[src/rtl/rf_wb_arbiter_if.sv]
// Writeback arbiter bus: requester handshake, issue reservation, source queries, RF write port.
interface rf_wb_arbiter_if #(
    parameter int unsigned DATA_W = 32,
    parameter int unsigned ADDR_W = 5
);
    logic [2:0]          REQ_VALID;
    logic [2:0]          REQ_READY;
    logic [3*ADDR_W-1:0] REQ_ADDR;
    logic [3*DATA_W-1:0] REQ_DATA;
    logic                ISSUE_VALID;
    logic [ADDR_W-1:0]   ISSUE_ADDR;
    logic                ISSUE_READY;
    logic [ADDR_W-1:0]   RS1_ADDR;
    logic [ADDR_W-1:0]   RS2_ADDR;
    logic                RS1_BUSY;
    logic                RS2_BUSY;
    logic                WRITE_ENABLE;
    logic [ADDR_W-1:0]   WRITE_ADDRESS;
    logic [DATA_W-1:0]   WRITE_DATA;

    modport master (
        output REQ_VALID, REQ_ADDR, REQ_DATA, ISSUE_VALID, ISSUE_ADDR, RS1_ADDR, RS2_ADDR,
        input  REQ_READY, ISSUE_READY, RS1_BUSY, RS2_BUSY,
               WRITE_ENABLE, WRITE_ADDRESS, WRITE_DATA
    );

    modport slave (
        input  REQ_VALID, REQ_ADDR, REQ_DATA, ISSUE_VALID, ISSUE_ADDR, RS1_ADDR, RS2_ADDR,
        output REQ_READY, ISSUE_READY, RS1_BUSY, RS2_BUSY,
               WRITE_ENABLE, WRITE_ADDRESS, WRITE_DATA
    );
endinterface

[src/rtl/rf_wb_arbiter.sv]
// Register-file writeback arbiter: round-robin over ALU/load/muldiv requesters,
// one-cycle registered write port, and a pending-write scoreboard for WAW/RAW checks.
module rf_wb_arbiter #(
    parameter int unsigned DATA_W = 32,
    parameter int unsigned ADDR_W = 5
) (
    input  logic             CLK,
    input  logic             RST_N,
    rf_wb_arbiter_if.slave   bus
);
    localparam int unsigned NUM_REQ = 3;
    localparam int unsigned NUM_REG = 1 << ADDR_W;
    localparam int unsigned PTR_W   = 2;

    logic [PTR_W-1:0]   ptr;
    logic [NUM_REQ-1:0] grant;
    logic               xfer;
    logic [ADDR_W-1:0]  sel_addr;
    logic [DATA_W-1:0]  sel_data;
    logic [NUM_REG-1:0] pending;
    logic [NUM_REG-1:0] pending_nxt;
    logic               issue_fire;
    logic               we_q;
    logic [ADDR_W-1:0]  wa_q;
    logic [DATA_W-1:0]  wd_q;

    // Round-robin grant starting at ptr; forced idle while reset is asserted.
    always_comb begin
        grant = '0;
        if (RST_N) begin
            case (ptr)
                2'd1: begin
                    if      (bus.REQ_VALID[1]) grant = 3'b010;
                    else if (bus.REQ_VALID[2]) grant = 3'b100;
                    else if (bus.REQ_VALID[0]) grant = 3'b001;
                end
                2'd2: begin
                    if      (bus.REQ_VALID[2]) grant = 3'b100;
                    else if (bus.REQ_VALID[0]) grant = 3'b001;
                    else if (bus.REQ_VALID[1]) grant = 3'b010;
                end
                default: begin
                    if      (bus.REQ_VALID[0]) grant = 3'b001;
                    else if (bus.REQ_VALID[1]) grant = 3'b010;
                    else if (bus.REQ_VALID[2]) grant = 3'b100;
                end
            endcase
        end
    end

    assign xfer          = |grant;
    assign bus.REQ_READY = grant;

    // Mux the granted requester's address and data.
    always_comb begin
        sel_addr = '0;
        sel_data = '0;
        for (int i = 0; i < int'(NUM_REQ); i++) begin
            if (grant[i]) begin
                sel_addr = bus.REQ_ADDR[i*ADDR_W +: ADDR_W];
                sel_data = bus.REQ_DATA[i*DATA_W +: DATA_W];
            end
        end
    end

    // Scoreboard lookups; register 0 is never pending.
    assign bus.ISSUE_READY = RST_N && ((bus.ISSUE_ADDR == '0) || !pending[bus.ISSUE_ADDR]);
    assign issue_fire      = bus.ISSUE_VALID && bus.ISSUE_READY && (bus.ISSUE_ADDR != '0);
    assign bus.RS1_BUSY    = pending[bus.RS1_ADDR];
    assign bus.RS2_BUSY    = pending[bus.RS2_ADDR];

    // Next pending vector: clear on write, then set on issue so a same-edge set wins.
    always_comb begin
        pending_nxt = pending;
        if (we_q) begin
            pending_nxt[wa_q] = 1'b0;
        end
        if (issue_fire) begin
            pending_nxt[bus.ISSUE_ADDR] = 1'b1;
        end
        pending_nxt[0] = 1'b0;
    end

    // Pointer, write port and scoreboard state.
    always_ff @(posedge CLK or negedge RST_N) begin
        if (!RST_N) begin
            ptr     <= '0;
            we_q    <= 1'b0;
            wa_q    <= '0;
            wd_q    <= '0;
            pending <= '0;
        end else begin
            pending <= pending_nxt;
            we_q    <= xfer && (sel_addr != '0);
            if (xfer) begin
                wa_q <= sel_addr;
                wd_q <= sel_data;
                case (grant)
                    3'b001:  ptr <= PTR_W'(1);
                    3'b010:  ptr <= PTR_W'(2);
                    default: ptr <= PTR_W'(0);
                endcase
            end
        end
    end

    assign bus.WRITE_ENABLE  = we_q;
    assign bus.WRITE_ADDRESS = wa_q;
    assign bus.WRITE_DATA    = wd_q;
endmodule

[src/flat_wrapper.sv]
// flat-port wrapper written by rule: the top's interface ports become plain ports
module rf_wb_arbiter_flat 
#(
    parameter int unsigned DATA_W = 32,
    parameter int unsigned ADDR_W = 5
)
  (CLK, RST_N, bus_REQ_VALID, bus_REQ_ADDR, bus_REQ_DATA, bus_ISSUE_VALID, bus_ISSUE_ADDR, bus_RS1_ADDR, bus_RS2_ADDR, bus_REQ_READY, bus_ISSUE_READY, bus_RS1_BUSY, bus_RS2_BUSY, bus_WRITE_ENABLE, bus_WRITE_ADDRESS, bus_WRITE_DATA);
  rf_wb_arbiter_if #(.DATA_W(DATA_W), .ADDR_W(ADDR_W)) bus_i ();
  input  logic CLK;
  input  logic RST_N;
  input wire logic [$bits(bus_i.REQ_VALID)-1:0] bus_REQ_VALID;
  input wire logic [$bits(bus_i.REQ_ADDR)-1:0] bus_REQ_ADDR;
  input wire logic [$bits(bus_i.REQ_DATA)-1:0] bus_REQ_DATA;
  input wire logic [$bits(bus_i.ISSUE_VALID)-1:0] bus_ISSUE_VALID;
  input wire logic [$bits(bus_i.ISSUE_ADDR)-1:0] bus_ISSUE_ADDR;
  input wire logic [$bits(bus_i.RS1_ADDR)-1:0] bus_RS1_ADDR;
  input wire logic [$bits(bus_i.RS2_ADDR)-1:0] bus_RS2_ADDR;
  output wire logic [$bits(bus_i.REQ_READY)-1:0] bus_REQ_READY;
  output wire logic [$bits(bus_i.ISSUE_READY)-1:0] bus_ISSUE_READY;
  output wire logic [$bits(bus_i.RS1_BUSY)-1:0] bus_RS1_BUSY;
  output wire logic [$bits(bus_i.RS2_BUSY)-1:0] bus_RS2_BUSY;
  output wire logic [$bits(bus_i.WRITE_ENABLE)-1:0] bus_WRITE_ENABLE;
  output wire logic [$bits(bus_i.WRITE_ADDRESS)-1:0] bus_WRITE_ADDRESS;
  output wire logic [$bits(bus_i.WRITE_DATA)-1:0] bus_WRITE_DATA;
  assign bus_i.REQ_VALID = bus_REQ_VALID;
  assign bus_i.REQ_ADDR = bus_REQ_ADDR;
  assign bus_i.REQ_DATA = bus_REQ_DATA;
  assign bus_i.ISSUE_VALID = bus_ISSUE_VALID;
  assign bus_i.ISSUE_ADDR = bus_ISSUE_ADDR;
  assign bus_i.RS1_ADDR = bus_RS1_ADDR;
  assign bus_i.RS2_ADDR = bus_RS2_ADDR;
  assign bus_REQ_READY = bus_i.REQ_READY;
  assign bus_ISSUE_READY = bus_i.ISSUE_READY;
  assign bus_RS1_BUSY = bus_i.RS1_BUSY;
  assign bus_RS2_BUSY = bus_i.RS2_BUSY;
  assign bus_WRITE_ENABLE = bus_i.WRITE_ENABLE;
  assign bus_WRITE_ADDRESS = bus_i.WRITE_ADDRESS;
  assign bus_WRITE_DATA = bus_i.WRITE_DATA;
  rf_wb_arbiter #(.DATA_W(DATA_W), .ADDR_W(ADDR_W)) u_core (.CLK(CLK), .RST_N(RST_N), .bus(bus_i));
endmodule
[config.mk]
export PLATFORM = sky130hd
export DESIGN_NAME = rf_wb_arbiter_flat
export DESIGN_NICKNAME = d
export VERILOG_FILES = /design/src/rtl/rf_wb_arbiter_if.sv /design/src/rtl/rf_wb_arbiter.sv /design/src/flat_wrapper.sv
export SDC_FILE = /design/constraint.sdc
export NUM_CORES = 1
export LEC_CHECK = 0
export ABC_AREA = 1
export CAP_MARGIN = 20
export CORE_ASPECT_RATIO = 2
export CORE_MARGIN = 2
export CORE_UTILIZATION = 40
export DETAILED_ROUTE_END_ITERATION = 16
export GPL_TIMING_DRIVEN = 0
export PLACE_DENSITY = 0.84
export SYNTH_ARGS = -nofsm -noshare
export SYNTH_HDL_FRONTEND = slang
export SYNTH_SLANG_ARGS = --single-unit
export TNS_END_PERCENT = 20
[constraint.sdc]
create_clock -name CLK -period 2.11 [get_ports CLK]
set_input_delay 0.5275 -clock CLK [delete_from_list [all_inputs] [get_ports CLK]]
set_output_delay 0.5275 -clock CLK [all_outputs]
set_load 0.02 [all_outputs]
# [Yosys cells after proc, flatten, opt, wreduce, memory -nomap -nowiden]
# Cells that the tools add are included.
[word_totals] ff_bits=71 inputBits=132 out_inout_bits=44 wordCells=60
[op_classes] n_lt_le_gt_ge=6 n_eq_ne=4 mux=30 n_bitwise=3 n_reduce_logical=12
[op_table] op="2-to-1 mux 32 bit" n=5
[op_table] op="bitwise AND 32 bit" n=1
[op_table] op="NOT 32 bit" n=1
[op_table] op="OR 32 bit" n=1
[op_table] op="less-than comparator 5 x 6 -> 1 bit, second input constant" n=4
[op_table] op="2-to-1 mux 3 bit" n=8
[op_table] op="binary-select mux 1 bit (select 5 bit)" n=3
[op_table] op="2-to-1 mux 5 bit" n=3
[op_table] op="demux 1 bit (select 5 bit)" n=2
[op_table] op=">= comparator 5 x 1 -> 1 bit, second input constant" n=2
[op_table] op="nonzero test 5 bit" n=2
[op_table] op="logical AND 1 bit" n=6
[op_table] op="2-to-1 mux 1 bit" n=6
[op_table] op="one-hot mux 3 bit (2 select lines)" n=1
[op_table] op="logical NOT 5 bit" n=1
[op_table] op="one-hot mux 2 bit (2 select lines)" n=1
[op_table] op="== test 3 x 1 -> 1 bit, second input constant" n=1
[op_table] op="== test 3 x 2 -> 1 bit, second input constant" n=1
[op_table] op="OR reduction 3 bit" n=1
[op_table] op="== test 2 x 1 -> 1 bit, second input constant" n=1
[op_table] op="== test 2 bit, second input constant" n=1
[op_table] op="2-to-1 mux 2 bit" n=1
[op_table] op="logical NOT 1 bit" n=1
[op_table] op="logical OR 1 bit" n=1

# [Logic depth before layout (Yosys ltp)]
[logic_depth] word_depth=10 depth_mapped=15 depth_no_buf=12

# [Worst setup path before layout]
# OpenSTA, ideal clock, no wires.
[synth_path] path_kind="in2out" start="input bus_ISSUE_ADDR[0]" end="output bus_ISSUE_READY" arrival_ps=1585 t_required_ps=1582 path_slack_ps=-3 cell_stages=12 path_buffers=3 path_cell_list="buf_6 inv_6 buf_6 nor2_1 nand2_1 nand3_1 nand2_1 nand2_1 nor2_1 nand2_2 nor2_8 buf_8"
[synth_between] elab_chain_cells=5 elab_cells_between_ends=6 cone_classes="mux (2); reduce/logical (4)"
[synth_rtl] element="from (decl)" line_no="flat_wrapper.sv:15" text="input wire logic [$bits(bus_i.ISSUE_ADDR)-1:0] bus_ISSUE_ADDR;"
[synth_rtl] element="binary-select mux 1 bit (select 5 bit)" line_no="rf_wb_arbiter.sv:67" text="assign bus.ISSUE_READY = RST_N && ((bus.ISSUE_ADDR == '0) || !pending[bus.ISSUE_ADDR]);"
[synth_rtl] element="2-to-1 mux 1 bit (not written as such)" line_no="rf_wb_arbiter.sv:67"
[synth_rtl] element="logical NOT 1 bit" line_no="rf_wb_arbiter.sv:67"
[synth_rtl] element="logical OR 1 bit (*)" line_no="rf_wb_arbiter.sv:67"
[synth_rtl] element="logical AND 1 bit (*)" line_no="rf_wb_arbiter.sv:67"
[synth_rtl] element="to (decl)" line_no="flat_wrapper.sv:19" text="output wire logic [$bits(bus_i.ISSUE_READY)-1:0] bus_ISSUE_READY;"
# Every way passes the cells marked *; elsewhere a longest branch is shown, timed or not. The select of a mux whose other input is x is not followed.

# [Final worst setup path]
[layout_path] start="input bus_RS1_ADDR[2]" end="output bus_RS1_BUSY"
[layout_between] elab_chain_cells=2
[layout_rtl] element="from (decl)" line_no="flat_wrapper.sv:16" text="input wire logic [$bits(bus_i.RS1_ADDR)-1:0] bus_RS1_ADDR;"
[layout_rtl] element="binary-select mux 1 bit (select 5 bit)" line_no="rf_wb_arbiter.sv:69" text="assign bus.RS1_BUSY = pending[bus.RS1_ADDR];"
[layout_rtl] element="2-to-1 mux 1 bit (not written as such)" line_no="rf_wb_arbiter.sv:69"
[layout_rtl] element="to (decl)" line_no="flat_wrapper.sv:20" text="output wire logic [$bits(bus_i.RS1_BUSY)-1:0] bus_RS1_BUSY;"
# Every way passes these cells. The select of a mux whose other input is x is not followed.

==> metrics <==
htree depth 3; Die ar. 12770 sq um; initial drt markers 547; grt ovf 0; Mapped Nets 819; root buffer cell clkbuf_16; worst setup path class primary input to primary output; RSZ-0062 raised after global routing yes; GP Congestion 0.9249; Worst setup EP type primary output; startpoint type of the worst setup path primary input; most used routing layer met2; total of warnings raised by yosys 0; CP required 1.58 ns; core area 11630 sq um; CTS buffer count 9; ant diodes 0; Final Net Count 1035; failing checks negative setup slack; WHS 0.04197 ns; GRT Overall Usage 30.24%; Worst-Skew Late Latency 0.34 ns; LEAKAGE 3.239 nW; sequential fraction of the synthesis area 37.54%; Final min period 2.272 ns; pwr/cell area 1131 nW/um^2; max cap viols 0; DR pass1 iterations 6; period utilisation layout 107.7%; pin count of the biggest net entering global routing 52; Worst R2R End u_core.bus.WRITE_DATA[4]; Die W 80.92 um; R2R Path Start u_core.ptr[0]; # clock sinks 71; slew at the pin with the worst max-slew slack 0.4827 ns; setup slack after layout -0.1618 ns; length in cells of the worst reg-to-reg path 10; share of post-route cells with drive strength above 1 18.81%; Finish-stage setup viols 6; commonest cells after routing, fill and taps aside 227 x nand2_1, 156 x clkdlybuf4s50_1, 71 x dfrtp_1; cts hold-fix bufs 0; Peak VDD IR 875.3 uV; CP Max Fanout 6; fmax 440.2 MHz; CTS tree built; Rows 56; commonest non-fill, non-tap cell in the layout nand2_1; first-pass GRT wire length 29120 um; mapped cell area 4733 sq um; Arrival @ worst endpoint 1.74 ns; Finished Core Util 64.78%; Die H 157.8 um; Non-Filler Instances 1049; synthesis-stage register bit count 71; outcome finished, violations left; wire length per cell 18.22 um; post-route ant nets 0; I/O pin count 176; met1 Resource Use GR 28.83%; worst slew margin relative to its limit 67.82%; DRC 0; WL final 19110 um; initial antenna violation count 0; met3 usage 7.526%; Via density 5.589; R2R setup slack 0.01 ns; Vias 5863; final-report max-slew violation count 0; count of final hold-check violations 0; Hold Crit Class primary input to async pin; Syn Area/Cell 6.910 sq um; met2 Use GR 56.12%; Worst-path clk slew 0.05 ns; placed cells 1005; Mapped Cells 685; number of global-route vias before repair 5888; Layout area overhead 59.19%; # port buffers 174; Starting Density 40.69%; dpl hpwl 13610 um; total power 8.520 mW; setup TNS -0.6113 ns; Synth cell types 25; Bufs on Longest Clock Path 2; Final Skew 0.004725 ns
==> critical path, cell delays in order <==
cell	delay, ns
dlygate4sd2_1	0.47
nand3_2	0.23
o211ai_1	0.17
nand2_1	0.09
nand2_1	0.08
nand2_1	0.06
buf_6	0.13
==> synthesized netlist by cell type (all sizes together) <==
cell,instances,area share (%)
inv,41,3.4
buf,19,2.9
o221ai,10,1.9
clkinv,1,0.079
nand4,33,4.4
nor3,8,0.85
a21oi,7,0.74
nand2,235,19
o21bai,4,0.63
o22ai,1,0.13
ha,2,0.53
o211ai,5,0.79
clkbuf,13,1.0
nor2,68,5.7
nand3,101,14
o21ai,66,7.0
dfrtp,71,38
==> layer usage <==
metal  wire length, um  part of all wire (%)
met5                 0                     0
met4              1152                   6.0
met3              1444                   7.6
met1              6188                    32
met2             10330                    54
==> timing repair <==
item | CTS | global route
setup endpoints to repair | 67 | 42
hold endpoints to repair | 0 | 0
resized for setup | 148 | 75
gates cloned | 4 | 0
buffers inserted | 18 | 9
pin swaps | 18 | 19
==> power by group <==
group          internal (mW)  switching [mW]  total [mW]  leakage (nW)
Clock                  0.779           0.565        1.34         0.122
Sequential              2.04           0.657        2.70         0.847
Combinational           1.95            2.52        4.48          2.27
==> worst max-delay path by stage <==
stage                 startpoint              end  slack [ns]  depth (start not counted)
2_1_floorplan  bus_ISSUE_ADDR[0]  bus_ISSUE_READY      -0.003                         12
3_3_place_gp               RST_N  bus_ISSUE_READY       -3.64                          5
3_5_place_dp     bus_RS1_ADDR[0]     bus_RS1_BUSY       -1.42                         10
4_1_cts        bus_ISSUE_ADDR[0]  bus_ISSUE_READY       -0.15                         13
5_1_grt          bus_RS1_ADDR[2]     bus_RS1_BUSY       -0.25                          7
6_report         bus_RS1_ADDR[2]     bus_RS1_BUSY       -0.16                          7
==> registers in the layout (all words and copies together), names as in the netlist <==
name / count
u_core.ptr: 2
u_core.bus.WRITE_ENABLE: 1
u_core.bus.WRITE_DATA: 32
u_core.bus.WRITE_ADDRESS: 5
u_core.pending: 31
==> per-stage QoR <==
stage               cell area, sq um  worst slack, ns
floorplan                       4733        -0.002649
global placement                6656           -3.645
detailed placement              6681           -1.417
CTS                             7301          -0.1505
global route                    7535          -0.2527
finish                          7535          -0.1618
==> cell families after synthesis <==
group / share of synthesized area (%)
simple gates: 43.43
buf+inv: 7.375
compound gates: 11.13
flops: 37.54
fa+ha+maj: 0.5286
==> final cells by class <==
| class | instances | area, sq um |
|---|---|---|
| Buffer | 31 | 294.0 |
| Clock buffer | 12 | 236.5 |
| Clock inverter | 2 | 10.01 |
| Fill cell | 974 | 4096 |
| Inverter | 42 | 192.7 |
| Multi-Input combinational cell | 540 | 2780 |
| Sequential cell | 71 | 1777 |
| Tap cell | 145 | 181.4 |
| Timing Repair Buffer | 205 | 2056 |
| Timing Repair inverter | 1 | 7.507 |
(Power assumes the default switching activity.)
